File: src/rtl/seg7_scan_driver.sv
// Multi-digit hex 7-segment scan driver: latches DIGITS nibbles, scans them onto a shared bus.
// Latency: input latched on edge n, shown on seg at edge n+1 when its digit is selected.
// Backpressure: none; le=1 freezes the latch, the scan itself never stalls.
//
// Ports:
//   clk, rst           rising-edge clock, asynchronous active-high reset
//   hex_in             DIGITS packed nibbles, digit 0 in bits [3:0] (rightmost)
//   point_in/blank_in  per-digit decimal point request / full blank
//   le                 latch enable (0 = capture every edge, 1 = hold)
//   lz_en              leading-zero suppression enable
//   seg                registered {p,g,f,e,d,c,b,a}
//   an                 registered one-hot digit select
// ACTIVE_LOW inverts seg and an at the output registers.
module seg7_scan_driver #(
  parameter int DIGITS     = 4,
  parameter int SCAN_DIV   = 50000,
  parameter bit ACTIVE_LOW = 1'b1
) (
  input  logic                clk,
  input  logic                rst,
  input  logic [4*DIGITS-1:0] hex_in,
  input  logic [DIGITS-1:0]   point_in,
  input  logic [DIGITS-1:0]   blank_in,
  input  logic                le,
  input  logic                lz_en,
  output logic [7:0]          seg,
  output logic [DIGITS-1:0]   an
);

  localparam int CW = (SCAN_DIV > 1) ? $clog2(SCAN_DIV) : 1;
  localparam int IW = (DIGITS > 1) ? $clog2(DIGITS) : 1;
  localparam logic [CW-1:0]     CNT_LAST = CW'(SCAN_DIV - 1);
  localparam logic [IW-1:0]     IDX_LAST = IW'(DIGITS - 1);
  // XOR masks applied at the output registers; also the "all inactive" value.
  localparam logic [7:0]        SEG_OFF  = {8{ACTIVE_LOW}};
  localparam logic [DIGITS-1:0] AN_OFF   = {DIGITS{ACTIVE_LOW}};

  logic [4*DIGITS-1:0] hex_q;
  logic [DIGITS-1:0]   pnt_q;
  logic [DIGITS-1:0]   blk_q;
  logic [CW-1:0]       cnt;
  logic [IW-1:0]       idx;
  logic [DIGITS-1:0]   sup;
  logic [7:0]          seg_raw;
  logic [DIGITS-1:0]   an_raw;

  // Active-high {g..a} for one nibble.
  function automatic logic [6:0] hex7(input logic [3:0] n);
    case (n)
      4'h0: hex7 = 7'h3F;
      4'h1: hex7 = 7'h06;
      4'h2: hex7 = 7'h5B;
      4'h3: hex7 = 7'h4F;
      4'h4: hex7 = 7'h66;
      4'h5: hex7 = 7'h6D;
      4'h6: hex7 = 7'h7D;
      4'h7: hex7 = 7'h07;
      4'h8: hex7 = 7'h7F;
      4'h9: hex7 = 7'h6F;
      4'hA: hex7 = 7'h77;
      4'hB: hex7 = 7'h7C;
      4'hC: hex7 = 7'h39;
      4'hD: hex7 = 7'h5E;
      4'hE: hex7 = 7'h79;
      default: hex7 = 7'h71;
    endcase
  endfunction

  // Stage 1: input latch.
  always_ff @(posedge clk or posedge rst) begin
    if (rst) begin
      hex_q <= '0;
      pnt_q <= '0;
      blk_q <= '0;
    end else if (!le) begin
      hex_q <= hex_in;
      pnt_q <= point_in;
      blk_q <= blank_in;
    end
  end

  // Stage 1: prescaler and digit index.
  always_ff @(posedge clk or posedge rst) begin
    if (rst) begin
      cnt <= '0;
      idx <= '0;
    end else if (cnt == CNT_LAST) begin
      cnt <= '0;
      idx <= (idx == IDX_LAST) ? '0 : idx + 1'b1;
    end else begin
      cnt <= cnt + 1'b1;
    end
  end

  // Leading-zero mask: walk from the leftmost digit down, a digit is
  // suppressed while every nibble from it upward is still zero.
  // Digit 0 is always shown so an all-zero value reads "0".
  always_comb begin
    logic zrun;
    zrun = 1'b1;
    sup  = '0;
    for (int i = DIGITS - 1; i >= 0; i--) begin
      zrun = zrun & (hex_q[4*i +: 4] == 4'h0);
      if (i > 0) sup[i] = zrun & lz_en;
    end
  end

  // Active-high segment/anode for the currently selected digit.
  always_comb begin
    seg_raw = 8'h00;
    an_raw  = '0;
    for (int i = 0; i < DIGITS; i++) begin
      if (idx == IW'(i)) begin
        an_raw[i] = 1'b1;
        // Blank overrides both the decode and the point.
        if (!blk_q[i])
          seg_raw = {pnt_q[i], sup[i] ? 7'h00 : hex7(hex_q[4*i +: 4])};
      end
    end
  end

  // Stage 2: registered outputs keep seg/an glitch-free between edges.
  always_ff @(posedge clk or posedge rst) begin
    if (rst) begin
      seg <= SEG_OFF;
      an  <= AN_OFF;
    end else begin
      seg <= seg_raw ^ SEG_OFF;
      an  <= an_raw ^ AN_OFF;
    end
  end

endmodule
File: config.mk
export PLATFORM = sky130hd
export DESIGN_NAME = seg7_scan_driver
export DESIGN_NICKNAME = d
export VERILOG_FILES = /design/src/rtl/seg7_scan_driver.sv
export SDC_FILE = /design/constraint.sdc
export NUM_CORES = 1
export LEC_CHECK = 0
export CORE_ASPECT_RATIO = 2
export CORE_MARGIN = 3
export CORE_UTILIZATION = 55
export CTS_BUF_LIST = sky130_fd_sc_hd__clkbuf_16
export DETAILED_ROUTE_END_ITERATION = 10
export PLACE_DENSITY = 0.79
export SKIP_CTS_REPAIR_TIMING = 1
export SYNTH_ARGS = -nofsm -noshare
export SYNTH_HDL_FRONTEND = slang
export SYNTH_SLANG_ARGS = --single-unit
export TNS_END_PERCENT = 1
File: constraint.sdc
create_clock -name clk -period 3.1 [get_ports clk]
set_input_delay 0.62 -clock clk [delete_from_list [all_inputs] [get_ports clk]]
set_output_delay 0.62 -clock clk [all_outputs]
set_load 0.01 [all_outputs]
==> out/metrics.csv <==
metric,value,unit
status,completed,
fin util,0.660,
diodes inserted,0,
most common cell in the netlist,dfrtp_1,
Slew @ Worst Pin,0.738,ns
"critical path fanouts, max",7,
synthesized area,3400,sq um
Simple-Gate Fraction of Synth Area,0.157,
largest family of logic cells by synthesized area,simple AND/OR/NAND/NOR gates,
port bufs,39,
min Tclk post-route,2.13,ns
worst clock skew,0.00431,ns
Leakage,1.72,nW
most common library cells after synthesis,"dfrtp_1, nor2_1, ha_1",
synthesized instance count,341,
"top cells by area, synth","dfrtp_1, ha_1, dfstp_2",
first-pass GRT wire length,12500,um
final WL,7680,um
CTS Sinks,54,
drt pass-1 iters,4,
post-DP HPWL,5890,um
initial antenna violation count,0,
# nets final,432,
peak supply drop,0.438,mV
"Hold Vio Cnt, Final",0,
crit path DAT,2.33,ns
Synth top area share,0.309,
CP required,3.31,ns
Post-synth EDFFs,0,
relative slew slack,0.506,
Die W,61.6,um
global route total overflow,0,
largest net degree at the start of global routing,55,
die area,7230,sq um
sequential share of the synthesized area,0.401,
CP peak stage delay,0.44,ns
RePlAce Congestion,0.923,
syn nets,398,
layout cells sized above 1,0.149,
Pwr Density,436,nW/um^2
"Period Utilization, post-route",0.686,
Synth Area in Adders,0.107,
Clock Latency Late Sink,0.30,ns
worst hold path class,flip-flop to flip-flop,
"Slowest-stage cell, CP",dfrtp_1,
max cap viols,0,
Final TNS setup,0,ns
XOR/XNOR Fraction of Synth Area,0.0360,
CP Class,flip-flop to flip-flop,
initial core utilization,0.567,
fmax,470,MHz
TritonCTS clock tree,built,
Final Total Pwr,1.73,mW
row count,40,
vias,2643,
"Primary FF master, synth",dfrtp_1,
Synth Area in Compound Gates,0.130,
core area,6010,sq um
mux cell area share after synthesis,0.121,
Vias/cell,6.02,
Area Overhead vs Synth,16.5,%
crit path cell chain,inv_1 > ha_1 > nor4bb_4 > and2_1 > and3_4 > nor2_2 > o311ai_2,
Unique masters post-synth,53,
clock tree buffer depth,2,
post-synth top area cell,dfrtp_1,
fillers,472,
RSZ-0062 raised after global routing,false,
height of the die,117,um
CTS root buf,clkbuf_16,
"flops & latches, synth",54,
CP Capture Type,flip-flop,
initial DRC count,137,
DRC violations left,0,
vias in the first global route,2659,
endpoints failing setup,0,
Async SR Flop Fraction,1.00,
Num CTS Buffers,5,
# IOs,40,
GRT Overall Usage,0.238,
Wirelength per Cell,17.5,um
max-slew violations,0,
CTS H-tree lvls,2,
Ys Warns,0,
average cell area after synthesis,9.98,sq um
Routed Antenna Nets,0,
"Clk pin slew, worst setup/hold paths",0.07,ns
Critical Path Start Type,flip-flop,
metal layers:
layer	vias up	routed length [um]	share of wire	GRT usage
met5	-	0	0	0
met4	0	462	0.060	0.156
met3	33	252	0.033	0.0450
met2	73	4280	0.56	0.420
met1	1280	2690	0.35	0.240
li1	1257	-	-	-
sequential cells by signal, summed over array words and instances (netlist names):
| register | cells |
|---|---|
| cnt | 16 |
| hex_q | 16 |
| seg | 8 |
| an | 4 |
| blk_q | 4 |
| pnt_q | 4 |
| idx | 2 |
cell type report:
| class | count | area (sq um) | area share |
|---|---|---|---|
| clock buffers | 5 | 125 | 0.0315 |
| clock inverters | 3 | 15.0 | 0.00379 |
| inverters | 21 | 78.8 | 0.0199 |
| multi-input cells | 249 | 1870 | 0.473 |
| flip-flops and latches | 54 | 1370 | 0.344 |
| well taps | 63 | 78.8 | 0.0199 |
| repair buffers | 44 | 428 | 0.108 |
worst max-delay path: cells and delay by family (launching register included):
family                   cells  cell delay, ns
flip-flops                   1            0.44
AND/OR/NAND/NOR              4            0.97
buffers and inverters        1            0.15
adder cells (fa/ha/maj)      1            0.22
AO/OA/AOI/OAI                1            0.26
layout by cell type, fill, tap and decap left out, types with 2 or more instances in the layout:
master	netlist	final
dfrtp_1	42	42
clkdlybuf4s50_1	0	39
nor2_1	31	31
ha_1	29	29
mux2_2	25	25
inv_1	21	22
a21oi_1	22	22
o21ai_0	18	18
nand2_1	13	13
nand3_1	12	12
dfstp_2	12	12
nor2b_1	10	10
xor2_1	8	8
nand2b_1	7	7
mux2i_1	7	7
nor3_1	6	6
xnor2_1	6	6
clkbuf_16	0	5
buf_4	1	5
nand4_1	4	4
o211ai_1	4	4
a211oi_1	4	4
a221oi_1	4	4
a311oi_1	3	3
a31oi_1	3	3
nor3b_1	2	2
and2_1	2	2
a221o_1	2	2
nand3b_1	2	2
o22ai_1	2	2
or2_2	2	2
and3_1	2	2
worst paths after layout:
path | start | endpoint | slack (ns) | cells past startpoint
setup / recovery | hex_q[12] | seg[1] | 0.97 | 7
hold / removal | pnt_q[3] | seg[7] | 0.47 | 1
setup reg to reg | hex_q[12] | seg[1] | 0.97 | 7
hold reg to reg | pnt_q[3] | seg[7] | 0.47 | 1
max in group asynchronous | rst | hex_q[11] | 1.83 | 3
min in group asynchronous | rst | cnt[3] | 0.82 | 3
cells by family after synthesis:
| logic type | after synthesis |
|---|---|
| flops | 54 |
| buf+inv | 38 |
| compound gates | 70 |
| xor+xnor | 14 |
| mux | 35 |
| fa+ha+maj | 29 |
| simple gates | 101 |
stage by stage:
step                      std cells  instance area, sq um  setup WS, ns  hold WS, ns
after floorplan                 341                  3400          1.19        0.379
after global placement          431                  3830         0.810        0.470
after detailed placement        431                  3830         0.765        0.475
after CTS                       439                  3970         0.955        0.486
after global routing            439                  3970         0.814        0.497
final                           439                  3970         0.974        0.471
power by group:
part	total (mW)	internal, mW	switching (mW)	leakage (nW)
registers	0.830	0.762	0.0684	0.644
logic	0.349	0.187	0.162	1.00
clock network	0.551	0.294	0.257	0.0724
total	1.73	1.24	0.487	1.72
Note: power is estimated with default switching activity, not from simulation.
